==> src/rtl/rf_write_arbiter_if.sv <==
`default_nettype none
// ============================================================================
//  Module      : rf_write_arbiter_if
//  Description : Bundle of the two writeback request channels, the shared
//                register-file write port and the pending-write probe.
//  Revision    : 1.0  initial release
// ============================================================================
interface rf_write_arbiter_if #(
    parameter int DATA_W = 32,
    parameter int ADDR_W = 5
);
    // ALU writeback channel
    logic              alu_valid;
    logic              alu_ready;
    logic [ADDR_W-1:0] alu_rw;
    logic [DATA_W-1:0] alu_dw;

    // Load writeback channel
    logic              mem_valid;
    logic              mem_ready;
    logic [ADDR_W-1:0] mem_rw;
    logic [DATA_W-1:0] mem_dw;

    // Register file write port
    logic [ADDR_W-1:0] rw;
    logic [DATA_W-1:0] dw;
    logic              rf_wr_en;

    // Hazard probe and status
    logic [ADDR_W-1:0] chk_addr;
    logic              chk_pending;
    logic              busy;

    // Issue / writeback side
    modport master (
        output alu_valid, alu_rw, alu_dw,
        output mem_valid, mem_rw, mem_dw,
        output chk_addr,
        input  alu_ready, mem_ready,
        input  rw, dw, rf_wr_en,
        input  chk_pending, busy
    );

    // Arbiter side
    modport slave (
        input  alu_valid, alu_rw, alu_dw,
        input  mem_valid, mem_rw, mem_dw,
        input  chk_addr,
        output alu_ready, mem_ready,
        output rw, dw, rf_wr_en,
        output chk_pending, busy
    );
endinterface
`default_nettype wire

==> src/rtl/rf_write_arbiter.sv <==
`default_nettype none
// ============================================================================
//  Module      : rf_write_arbiter
//  Description : Two-source register-file write port arbiter. Each source
//                owns a small FIFO; a round-robin arbiter drains one head per
//                cycle into a registered write port. A combinational probe
//                reports writes still queued or on the port for an address.
//  Revision    : 1.0  initial release
// ============================================================================
module rf_write_arbiter #(
    parameter int DATA_W = 32,
    parameter int ADDR_W = 5,
    parameter int DEPTH  = 2
) (
    input  wire logic             clk,
    input  wire logic             rst,
    rf_write_arbiter_if.slave     bus
);

    localparam int c_IDX_W = (DEPTH > 1) ? $clog2(DEPTH) : 1;
    localparam int c_PTR_W = c_IDX_W + 1;
    localparam int c_ALU   = 0;
    localparam int c_MEM   = 1;

    // Per-source request view, index c_ALU / c_MEM
    logic [1:0]             w_in_valid;
    logic [1:0][ADDR_W-1:0] w_in_rw;
    logic [1:0][DATA_W-1:0] w_in_dw;

    // Per-source FIFO status and heads
    logic [1:0]             w_ready;
    logic [1:0]             w_empty;
    logic [1:0]             w_grant;
    logic [1:0]             w_hit;
    logic [1:0][ADDR_W-1:0] w_head_rw;
    logic [1:0][DATA_W-1:0] w_head_dw;

    // Arbitration history and registered write port
    logic                   r_last_grant;
    logic                   r_rf_wr_en;
    logic [ADDR_W-1:0]      r_rw;
    logic [DATA_W-1:0]      r_dw;

    assign w_in_valid = {bus.mem_valid, bus.alu_valid};
    assign w_in_rw    = {bus.mem_rw,    bus.alu_rw};
    assign w_in_dw    = {bus.mem_dw,    bus.alu_dw};

    assign bus.alu_ready = w_ready[c_ALU];
    assign bus.mem_ready = w_ready[c_MEM];

    // ------------------------------------------------------------------------
    // One FIFO per source. Pointers carry an extra wrap bit so that equal
    // indices distinguish full (wrap bits differ) from empty (wrap bits equal).
    // A per-slot valid bit tracks occupancy for the pending-address probe.
    // ------------------------------------------------------------------------
    generate
        for (genvar s = 0; s < 2; s++) begin : g_src
            logic [c_PTR_W-1:0] r_wr_ptr;
            logic [c_PTR_W-1:0] r_rd_ptr;
            logic [DEPTH-1:0]   r_slot_vld;
            logic [ADDR_W-1:0]  r_fifo_rw [DEPTH];
            logic [DATA_W-1:0]  r_fifo_dw [DEPTH];

            logic [c_IDX_W-1:0] w_wr_idx;
            logic [c_IDX_W-1:0] w_rd_idx;
            logic               w_full;
            logic               w_push;
            logic               w_pop;
            logic [DEPTH-1:0]   w_set_mask;
            logic [DEPTH-1:0]   w_clr_mask;
            logic               w_src_hit;

            assign w_wr_idx   = r_wr_ptr[c_IDX_W-1:0];
            assign w_rd_idx   = r_rd_ptr[c_IDX_W-1:0];
            assign w_empty[s] = (r_wr_ptr == r_rd_ptr);
            assign w_full     = (w_wr_idx == w_rd_idx) &&
                                (r_wr_ptr[c_PTR_W-1] != r_rd_ptr[c_PTR_W-1]);

            // Ready never looks at valid or at a same-cycle pop
            assign w_ready[s] = !rst && !w_full;

            // Writes to register 0 complete the handshake but are dropped here
            assign w_push = w_in_valid[s] && w_ready[s] && (w_in_rw[s] != '0);
            assign w_pop  = w_grant[s];

            assign w_set_mask = w_push ? (DEPTH'(1) << w_wr_idx) : '0;
            assign w_clr_mask = w_pop  ? (DEPTH'(1) << w_rd_idx) : '0;

            assign w_head_rw[s] = r_fifo_rw[w_rd_idx];
            assign w_head_dw[s] = r_fifo_dw[w_rd_idx];

            // Pointer and occupancy bookkeeping
            always_ff @(posedge clk) begin
                if (rst) begin
                    r_wr_ptr   <= '0;
                    r_rd_ptr   <= '0;
                    r_slot_vld <= '0;
                end else begin
                    if (w_push) begin
                        r_wr_ptr <= r_wr_ptr + c_PTR_W'(1);
                    end
                    if (w_pop) begin
                        r_rd_ptr <= r_rd_ptr + c_PTR_W'(1);
                    end
                    r_slot_vld <= (r_slot_vld & ~w_clr_mask) | w_set_mask;
                end
            end

            // Entry storage; contents are qualified by r_slot_vld, so no reset
            always_ff @(posedge clk) begin
                if (w_push) begin
                    r_fifo_rw[w_wr_idx] <= w_in_rw[s];
                    r_fifo_dw[w_wr_idx] <= w_in_dw[s];
                end
            end

            // Any occupied slot of this source targeting the probed address
            always_comb begin
                w_src_hit = 1'b0;
                for (int i = 0; i < DEPTH; i++) begin
                    if (r_slot_vld[i] && (r_fifo_rw[i] == bus.chk_addr)) begin
                        w_src_hit = 1'b1;
                    end
                end
            end

            assign w_hit[s] = w_src_hit;
        end
    endgenerate

    // ------------------------------------------------------------------------
    // Round-robin: a lone non-empty source wins; on a tie the source that was
    // not granted last wins. ALU has priority when MEM was granted last.
    // ------------------------------------------------------------------------
    assign w_grant[c_ALU] = !w_empty[c_ALU] &&
                            (w_empty[c_MEM] || (r_last_grant == 1'(c_MEM)));
    assign w_grant[c_MEM] = !w_empty[c_MEM] && !w_grant[c_ALU];

    // Registered write port and grant history; rw/dw hold when idle
    always_ff @(posedge clk) begin
        if (rst) begin
            r_rf_wr_en   <= 1'b0;
            r_rw         <= '0;
            r_dw         <= '0;
            r_last_grant <= 1'(c_MEM);
        end else if (|w_grant) begin
            r_rf_wr_en   <= 1'b1;
            r_rw         <= w_grant[c_ALU] ? w_head_rw[c_ALU] : w_head_rw[c_MEM];
            r_dw         <= w_grant[c_ALU] ? w_head_dw[c_ALU] : w_head_dw[c_MEM];
            r_last_grant <= w_grant[c_MEM];
        end else begin
            r_rf_wr_en   <= 1'b0;
        end
    end

    assign bus.rw       = r_rw;
    assign bus.dw       = r_dw;
    assign bus.rf_wr_en = r_rf_wr_en;

    // Register 0 is never written, so it is never reported as pending
    assign bus.chk_pending = (bus.chk_addr != '0) &&
                             ((|w_hit) || (r_rf_wr_en && (r_rw == bus.chk_addr)));

    assign bus.busy = !(&w_empty) || r_rf_wr_en;

endmodule
`default_nettype wire

==> src/flat_wrapper.sv <==
// flat-port wrapper written by rule: the top's interface ports become plain ports
module rf_write_arbiter_flat 
#(
    parameter int DATA_W = 32,
    parameter int ADDR_W = 5,
    parameter int DEPTH  = 2
)
  (clk, rst, bus_alu_valid, bus_alu_rw, bus_alu_dw, bus_mem_valid, bus_mem_rw, bus_mem_dw, bus_chk_addr, bus_alu_ready, bus_mem_ready, bus_rw, bus_dw, bus_rf_wr_en, bus_chk_pending, bus_busy);
  rf_write_arbiter_if #(.DATA_W(DATA_W), .ADDR_W(ADDR_W)) bus_i ();
  input  wire logic clk;
  input  wire logic rst;
  input wire logic [$bits(bus_i.alu_valid)-1:0] bus_alu_valid;
  input wire logic [$bits(bus_i.alu_rw)-1:0] bus_alu_rw;
  input wire logic [$bits(bus_i.alu_dw)-1:0] bus_alu_dw;
  input wire logic [$bits(bus_i.mem_valid)-1:0] bus_mem_valid;
  input wire logic [$bits(bus_i.mem_rw)-1:0] bus_mem_rw;
  input wire logic [$bits(bus_i.mem_dw)-1:0] bus_mem_dw;
  input wire logic [$bits(bus_i.chk_addr)-1:0] bus_chk_addr;
  output wire logic [$bits(bus_i.alu_ready)-1:0] bus_alu_ready;
  output wire logic [$bits(bus_i.mem_ready)-1:0] bus_mem_ready;
  output wire logic [$bits(bus_i.rw)-1:0] bus_rw;
  output wire logic [$bits(bus_i.dw)-1:0] bus_dw;
  output wire logic [$bits(bus_i.rf_wr_en)-1:0] bus_rf_wr_en;
  output wire logic [$bits(bus_i.chk_pending)-1:0] bus_chk_pending;
  output wire logic [$bits(bus_i.busy)-1:0] bus_busy;
  assign bus_i.alu_valid = bus_alu_valid;
  assign bus_i.alu_rw = bus_alu_rw;
  assign bus_i.alu_dw = bus_alu_dw;
  assign bus_i.mem_valid = bus_mem_valid;
  assign bus_i.mem_rw = bus_mem_rw;
  assign bus_i.mem_dw = bus_mem_dw;
  assign bus_i.chk_addr = bus_chk_addr;
  assign bus_alu_ready = bus_i.alu_ready;
  assign bus_mem_ready = bus_i.mem_ready;
  assign bus_rw = bus_i.rw;
  assign bus_dw = bus_i.dw;
  assign bus_rf_wr_en = bus_i.rf_wr_en;
  assign bus_chk_pending = bus_i.chk_pending;
  assign bus_busy = bus_i.busy;
  rf_write_arbiter #(.DATA_W(DATA_W), .ADDR_W(ADDR_W), .DEPTH(DEPTH)) u_core (.clk(clk), .rst(rst), .bus(bus_i));
endmodule
==> config.mk <==
export PLATFORM = sky130hd
export DESIGN_NAME = rf_write_arbiter_flat
export DESIGN_NICKNAME = d
export VERILOG_FILES = /design/src/rtl/rf_write_arbiter_if.sv /design/src/rtl/rf_write_arbiter.sv /design/src/flat_wrapper.sv
export SDC_FILE = /design/constraint.sdc
export NUM_CORES = 1
export LEC_CHECK = 0
export CORE_ASPECT_RATIO = 0.5
export CORE_MARGIN = 3
export CORE_UTILIZATION = 55
export CTS_CLUSTER_DIAMETER = 60
export DETAILED_ROUTE_END_ITERATION = 16
export DONT_BUFFER_PORTS = 1
export GPL_ROUTABILITY_DRIVEN = 0
export GPL_TIMING_DRIVEN = 0
export PLACE_DENSITY = 0.71
export SKIP_LAST_GASP = 1
export SLEW_MARGIN = 0
export SYNTH_ARGS = -nofsm -noshare
export SYNTH_HDL_FRONTEND = slang
export SYNTH_SLANG_ARGS = --single-unit
==> constraint.sdc <==
create_clock -name clk -period 7 [get_ports clk]
set_input_delay 1.4 -clock clk [delete_from_list [all_inputs] [get_ports clk]]
set_output_delay 1.4 -clock clk [all_outputs]
set_load 0.005 [all_outputs]
# Word-level counts from Yosys, hierarchy flattened
# Memories as Yosys holds them, arrays and structs flattened. A register that Yosys moved wholly into a read port is not among the register bits.
# Cells that the tools add are included.
word_totals:
  elab_cells: 94
  memories: 4
  inputBits: 83
  out_inout_bits: 42
  ram_bits: 148
  ff_bits: 51
op_classes:
  n_addsub: 4
  reduce_logical: 32
  n_eq_ne: 11
  shift: 4
  muxes: 23
  bitwise_logic: 6
memory_table:
  columns: ["memory", "words", "width", "read_ports", "rd_clocked_by_memory_dff", "write_ports", "line_no", "rtl"]
  rows:
  - ["u_core.g_src[0].r_fifo_dw", 2, 32, 1, 1, 1, "rf_write_arbiter.sv:62", "logic [DATA_W-1:0] r_fifo_dw [DEPTH];"]
  - ["u_core.g_src[1].r_fifo_dw", 2, 32, 1, 1, 1, "rf_write_arbiter.sv:62", null]
  - ["u_core.g_src[0].r_fifo_rw", 2, 5, 3, 1, 1, "rf_write_arbiter.sv:61", "logic [ADDR_W-1:0] r_fifo_rw [DEPTH];"]
  - ["u_core.g_src[1].r_fifo_rw", 2, 5, 3, 1, 1, "rf_write_arbiter.sv:61", null]
op_table:
  columns: ["cell", "n"]
  rows:
  - ["$mux W32", 1]
  - ["$eq A5 B5 Y1", 5]
  - ["$mux W1", 17]
  - ["$logic_and A1 B1 Y1", 16]
  - ["$reduce_bool A5 Y1", 3]
  - ["$add A2 B1 Y2 const B", 4]
  - ["$mux W2", 4]
  - ["$shl A1 B1 Y2 const A", 4]
  - ["$logic_not A1 Y1", 7]
  - ["$mux W5", 1]
  - ["$and A2 B2 Y2", 2]
  - ["$eq A2 B2 Y1", 2]
  - ["$not A2 Y2", 2]
  - ["$or A2 B2 Y2", 2]
  - ["$reduce_or A2 Y1", 2]
  - ["$logic_or A1 B1 Y1", 3]
  - ["$eq A1 B1 Y1", 2]
  - ["$ne A1 B1 Y1", 2]
  - ["$reduce_and A2 Y1", 1]

# Longest topological paths before layout
# Gate-level depths: netlist (run 1).
depth:
  depth_word: 9
  mapped_depth: 8
  mapped_depth_nobuf: 7

# Worst setup path after synthesis (run 1)
# No wires, ideal clock.
synth_timing:
  kind: "input to output"
  start: "in bus_chk_addr[3]"
  end: "out bus_chk_pending"
  cell_stages: 6
  arrival_time_ns: 2.330
  path_slack_ns: 3.270
  required_ns: 5.600
  path_cell_list: "clkbuf_1 > xor2_1 > nor4_1 > nand3_1 > nand3_1 > o22a_1"
synth_between:
  elab_chain_cells: 7
  word_cells_on_any_way: 18
  cone_classes: "eq/ne: 5; mux: 4; reduce/logical: 9"
synth_lines:
  columns: ["element", "line_no", "rtl"]
  rows:
  - ["from (decl)", "flat_wrapper.sv:18", "input wire logic [$bits(bus_i.chk_addr)-1:0] bus_chk_addr;"]
  - ["$eq A5 B5 Y1", "rf_write_arbiter.sv:121", "if (r_slot_vld[i] && (r_fifo_rw[i] == bus.chk_addr)) begin"]
  - ["$logic_and A1 B1 Y1", "rf_write_arbiter.sv:121", null]
  - ["$mux W1 (2 in a row)", "rf_write_arbiter.sv:121", null]
  - ["$reduce_or A2 Y1", "rf_write_arbiter.sv:162", "((|w_hit) || (r_rf_wr_en && (r_rw == bus.chk_addr)));"]
  - ["$logic_or A1 B1 Y1", "rf_write_arbiter.sv:162", null]
  - ["$logic_and A1 B1 Y1 *", "rf_write_arbiter.sv:161", "assign bus.chk_pending = (bus.chk_addr != '0) &&"]
  - ["to (decl)", "flat_wrapper.sv:24", "output wire logic [$bits(bus_i.chk_pending)-1:0] bus_chk_pending;"]
# Mark *: on every way between the ends. The rest lies on a longest branch, timed or not.

# Worst setup path in the final report (run 1)
layout_timing:
  start: "in bus_chk_addr[1]"
  end: "out bus_chk_pending"
# The elaborated chain is that of the path after synthesis.

==> flow_summary_export.csv, run 1 <==
group,metric,value,unit
worst_setup_path,path_cells,"clkbuf_1 > xor2_1 > nor4_1 > nand3_1 > nand3_1 > o22a_1",
sta,skew,0.0189,ns
global_routing,grt_pass1_vias,4248,
clock_network,cts_tree,"yes",
clock_network,cts.repair.resized,0,
global_routing,grtUsageTotal,0.207,
global_routing,grt_pass1_wl,25.1,mm
worst_hold_path,hp-start,"u_core.g_src[0].r_rd_ptr[1]",
global_routing,busiest_layer,"met2",
worst_setup_path,critical_path.max_fanout,6,
synth,synth_area,7830,um2
sta,tightest_slew,0.640,ns
sta,drv_slew,0,
clock_network,clock_latency,0.49,ns
global_routing,groute.layer.met2.usage,0.324,
clock_network,htreeDepth,1,
global_routing,antenna_found_initial,0,
synth,syn-num-nets,570,
worst_hold_path,holdPathStages,2,
synth,syn_inst,483,
cells_and_area,final_area,8780,um2
floorplan,row_count,30,
sta,rsz0062_at_grt,"false",
job,drv_cap,0,
worst_setup_path,worst-path-stages,6,
global_routing,use_met3,0.0819,
worst_setup_path,cp_num_buf_inv,1,
worst_setup_path,path_class,"in -> out",
routing,drc,0,
sta,slew-limit-headroom,0.573,
cells_and_area,n_antenna_cell,0,
sta,fmax,0.253,GHz
global_routing,grt_max_degree,24,
routing,drtPass1Iterations,6,
cells_and_area,area_growth,12.1,%
clock_network,numClockSinks,201,
routing,wl,16.4,mm
global_routing,grt-ovfl-total,0,
worst_setup_path,path_delay_family,"simple AND/OR/NAND/NOR gates",
synth,syn_area_per_cell,16.2,um2
worst_hold_path,hp-class,"reg -> reg",
sta,hold_ws,0.539,ns
clock_network,clock_path_buffers,3,
placement,place_ws,3.06,ns
sta,hold_viol,0,
sta,timing.final.ws_setup,3.05,ns
worst_setup_path,startpoint_type,"primary input",
worst_setup_path,r2r_slack,4.67,ns
placement,place_area,8170,um2
clock_network,numCtsBuffers,19,
clock_network,hold_buffers,0,
placement,place_inst,679,
floorplan,die_area,15800,um2
floorplan,start_util,0.570,
cells_and_area,mostFrequentLayoutCells,"edfxtp_1, mux2i_1, dfxtp_1",
global_routing,grt_use_met1,0.279,
clock_network,cts_root_buf,"clkbuf_16",
floorplan,ios,125,
placement,port_buffers,0,
clock_network,cts_setup_buffers,0,
worst_hold_path,hold-path-endpoint,"u_core.g_src[0].r_rd_ptr[1]",
synth,yosysUniqueCellTypes,35,
cells_and_area,final_common_cell,"edfxtp_1",
floorplan,die_w,175,um
pwr,power,3.50,mW
cells_and_area,drive_gt1_frac,0.140,
cells_and_area,instances_no_fill,713,
floorplan,core_area,13700,um2
worst_setup_path,cp_common_cell,"nand3_1",
worst_setup_path,end_kind,"output pin",
worst_setup_path,rr_startpoint,"u_core.g_src[1].r_rd_ptr[0]",
sta,fin_crit_sh,0.565,
pwr,ir_drop,0.196,mV
worst_setup_path,cp.arrival,2.55,ns
pwr,p_leak,3.02,nW
routing,ant_nets,0,
worst_setup_path,cpPeakStageDelay,0.32,ns
placement,hpwlAfterDp,10.9,mm
cells_and_area,finish.utilization,0.639,
status,status,"completed",
worst_setup_path,reg2reg_to,"u_core.g_src[1].r_fifo_dw[0][24]",
sta,period_minus_slack,3.95,ns
worst_setup_path,ff2ff_path_depth,5,
routing,wire_per_inst,23.0,um
synth,yosysSeqAreaShare,0.703,
worst_setup_path,required,5.60,ns
routing,vias,4105,
routing,avgViaCountPerCell,5.76,
synth,ys_warn_count,0,
synth,ys_ff_latch,201,
clock_network,clk_pin_slew,0.06,ns
cells_and_area,fin_nets,595,
pwr,power.density,399,nW/um2
sta,fin_setup_tns,0,ns
worst_setup_path,critPathSlowestCell,"clkbuf_1",
floorplan,die_y,90.4,um
routing,drt_iter0_drc,340,
sta,setup_violations,0,
how the worst max path moves through the flow:
stage	start	end	slack, ns
after floorplan	bus_chk_addr[3]	bus_chk_pending	3.27
after global placement	rst	u_core.g_src[1].r_fifo_dw[0][20]	2.74
after detailed placement	bus_chk_addr[3]	bus_chk_pending	3.06
after CTS	bus_chk_addr[3]	bus_chk_pending	3.04
after global routing	bus_chk_addr[1]	bus_chk_pending	2.84
final	bus_chk_addr[1]	bus_chk_pending	3.05
power by group:
group	switching [mW]	internal [mW]
sequential	0.119	1.45
combinational	0.573	0.356
clock	0.414	0.583
synthesized netlist by cell type:
library cell | count | area (um2)
clkbuf_1 | 11 | 41.3
nand2_4 | 1 | 11.3
xnor2_2 | 1 | 16.3
a21oi_2 | 2 | 17.5
o2111a_1 | 2 | 22.5
edfxtp_1 | 148 | 4440
buf_2 | 13 | 65.1
a21oi_1 | 5 | 25.0
o211a_1 | 2 | 20.0
nor2_2 | 1 | 6.26
nor4_1 | 5 | 31.3
ha_1 | 4 | 50.1
or3_1 | 1 | 6.26
mux2i_1 | 74 | 741
o21ai_0 | 2 | 10.0
nand2_1 | 2 | 7.51
o21bai_1 | 37 | 278
a221oi_1 | 27 | 236
and2b_1 | 2 | 15.0
nand3_1 | 7 | 35.0
buf_4 | 4 | 30.0
inv_1 | 4 | 15.0
nor2_1 | 13 | 48.8
nand2b_1 | 2 | 12.5
o21ba_2 | 2 | 20.0
and2_4 | 1 | 8.76
dfxtp_1 | 53 | 1060
a221oi_2 | 10 | 150
xor2_1 | 24 | 210
xnor2_1 | 14 | 123
nor2b_1 | 2 | 12.5
buf_6 | 2 | 22.5
o22a_1 | 1 | 8.76
or4_1 | 3 | 22.5
nor3_1 | 1 | 5.00
final cells by class:
type	count	area (um2)
multi-input cells	248	2160
repair buffers	4	95.1
well taps	192	240
clock buffers	29	553
clock inverters	5	53.8
plain buffers	30	159
inverters	4	15.0
fillers	1003	4960
flip-flops and latches	201	5510
sequential cells by signal, summed over array words and instances (netlist names), named ones only:
register and flops:
u_core.g_src.r_rd_ptr 4, u_core.g_src.r_slot_vld 4, u_core.g_src.r_fifo_rw 20, u_core.bus.dw 32, u_core.g_src.r_fifo_dw 128, u_core.g_src.r_wr_ptr 4, u_core.r_last_grant 1, u_core.bus.rf_wr_en 1
u_core.bus.rw 5
metal layers:
layer | share of wire | vias to the layer above
met5 | 0 | -
met4 | 0.015 | 0
met3 | 0.10 | 21
met2 | 0.45 | 142
met1 | 0.43 | 2024
li1 | - | 1918
logic make-up (layout without fill, tap and decap cells):
family	count (synthesis)	after routing	share of synthesized area
xor gates and xnor gates	39	39	0.0446
adders and majority gates	4	4	0.00639
and+or+nand+nor	41	41	0.0284
DFF	201	201	0.703
buffers and inverters	34	72	0.0222
AOI/OAI and AO/OA	90	90	0.101
muxes	74	74	0.0946
worst reg2reg max path: stages, from the launching register on:
cell and delay, ns:
dfxtp_1 0.46, xnor2_2 0.14, a21oi_1 0.39, o211a_1 0.24
and2b_2 0.55, buf_16 0.25
Note: power is estimated with default switching activity, not from simulation.
==> run 2: changes to the inputs <==
- PLACE_DENSITY: 0.71 -> 0.74
- clock period: 7 -> 3.5 ns (I/O delays scaled with it)
==> flow_summary_export.csv, run 2 (synthesis gave the netlist of run 1 again) <==
group,metric,value,unit
status,status,"completed",
worst_setup_path,path_delay_family,"simple AND/OR/NAND/NOR gates",
worst_setup_path,critical_path.max_fanout,6,
cells_and_area,area_growth,11.3,%
sta,drv_slew,0,
sta,skew,0.00915,ns
sta,period_minus_slack,2.67,ns
clock_network,cts_setup_buffers,0,
global_routing,grt-ovfl-total,0,
clock_network,hold_buffers,0,
sta,fmax,0.375,GHz
routing,wire_per_inst,23.6,um
clock_network,numCtsBuffers,18,
cells_and_area,fin_nets,594,
pwr,power.density,789,nW/um2
routing,avgViaCountPerCell,5.82,
worst_setup_path,cp_num_buf_inv,1,
worst_setup_path,cpPeakStageDelay,0.39,ns
floorplan,row_count,30,
cells_and_area,largest_register_ffs,128,
worst_setup_path,end_kind,"output pin",
clock_network,clk_pin_slew,0.07,ns
placement,port_buffers,0,
clock_network,clock_latency,0.48,ns
sta,fin_crit_sh,0.762,
worst_setup_path,startpoint_type,"primary input",
routing,wl,16.8,mm
worst_setup_path,cp_common_cell,"nand3_1",
floorplan,die_y,90.4,um
clock_network,numClockSinks,201,
worst_setup_path,r2r_slack,1.26,ns
floorplan,die_w,175,um
routing,drt_iter0_drc,241,
cells_and_area,top_register,"u_core.g_src.r_fifo_dw",
routing,ant_nets,0,
global_routing,grtUsageTotal,0.214,
pwr,p_leak,2.99,nW
routing,drtPass1Iterations,5,
global_routing,grt_max_degree,25,
floorplan,die_area,15800,um2
sta,rsz0062_at_grt,"false",
worst_setup_path,path_class,"in -> out",
global_routing,grt_pass1_wl,25.7,mm
cells_and_area,drive_gt1_frac,0.131,
worst_setup_path,required,2.80,ns
floorplan,start_util,0.570,
clock_network,cts_tree,"yes",
global_routing,antenna_found_initial,0,
job,drv_cap,0,
pwr,ir_drop,0.441,mV
floorplan,core_area,13700,um2
clock_network,clock_path_buffers,3,
global_routing,grt_pass1_vias,4357,
clock_network,cts_root_buf,"clkbuf_16",
cells_and_area,n_antenna_cell,0,
cells_and_area,final_area,8720,um2
worst_setup_path,path_cells,"clkbuf_1 > xor2_1 > nor4_1 > nand3_1 > nand3_1 > o22a_1",
cells_and_area,final_common_cell,"edfxtp_1",
cells_and_area,finish.utilization,0.635,
worst_setup_path,cp.arrival,1.97,ns
worst_hold_path,hp-class,"in -> reg",
cells_and_area,mostFrequentLayoutCells,"edfxtp_1, mux2i_1, dfxtp_1",
sta,hold_viol,0,
placement,place_area,8160,um2
floorplan,ios,125,
sta,slew-limit-headroom,0.586,
routing,drc,0,
sta,tightest_slew,0.621,ns
worst_setup_path,critPathSlowestCell,"nor4_1",
routing,vias,4141,
placement,hpwlAfterDp,11.2,mm
sta,setup_violations,0,
clock_network,htreeDepth,1,
sta,hold_ws,0.310,ns
clock_network,cts.repair.resized,0,
[run 2: worst paths after layout]
kind | startpoint | endpoint | depth (start not counted)
worst max-delay path | bus_chk_addr[3] | bus_chk_pending | 6
worst min-delay path | bus_mem_dw[7] | u_core.g_src[1].r_fifo_dw[1][7] | 0
worst max register to register | u_core.g_src[1].r_rd_ptr[0] | u_core.g_src[1].r_fifo_dw[0][23] | 5
worst min register to register | u_core.g_src[1].r_slot_vld[1] | u_core.g_src[1].r_slot_vld[1] | 2
[run 2: worst reg2reg max path, delay by kind of cell, from the launching register on]
family          cells  cell delay [ns]
compound gates      2             0.55
xor+xnor            1             0.14
buf+inv             1             0.26
flops               1             0.48
simple gates        1             0.48
[run 2: area by class of cell]
class	instances	area, um2
flip-flops and latches	201	5510
fillers	1010	5020
multi-input cells	248	2160
clock buffers	25	528
well taps	192	240
plain buffers	30	159
repair buffers	4	87.6
clock inverters	7	27.5
inverters	4	15.0
[run 2: layer usage]
layer  wire length, um  GRT usage  vias up
li1                  -          -     1914
met1              7130      0.274     2056
met2              7730      0.351      141
met3              1560     0.0802       30
met4               358     0.0504        0
met5                 0          0        -
[run 2: power by group]
group / internal, mW / switching, mW / leakage [nW] / total, mW
combinational: 0.712 / 1.14 / 0.917 / 1.85
sequential: 2.91 / 0.242 / 1.80 / 3.15
clock: 1.05 / 0.820 / 0.273 / 1.87
[run 2: metrics by stage]
step	TNS [ns]	total power [mW]	instances	setup WS [ns]
2_1_floorplan	0	4.49	483	0.927
3_3_place_gp	-6.44	5.00	675	-0.0593
3_5_place_dp	0	5.06	679	0.805
4_1_cts	0	6.93	711	0.846
5_1_grt	0	7.21	711	0.756
6_report	0	6.87	711	0.833
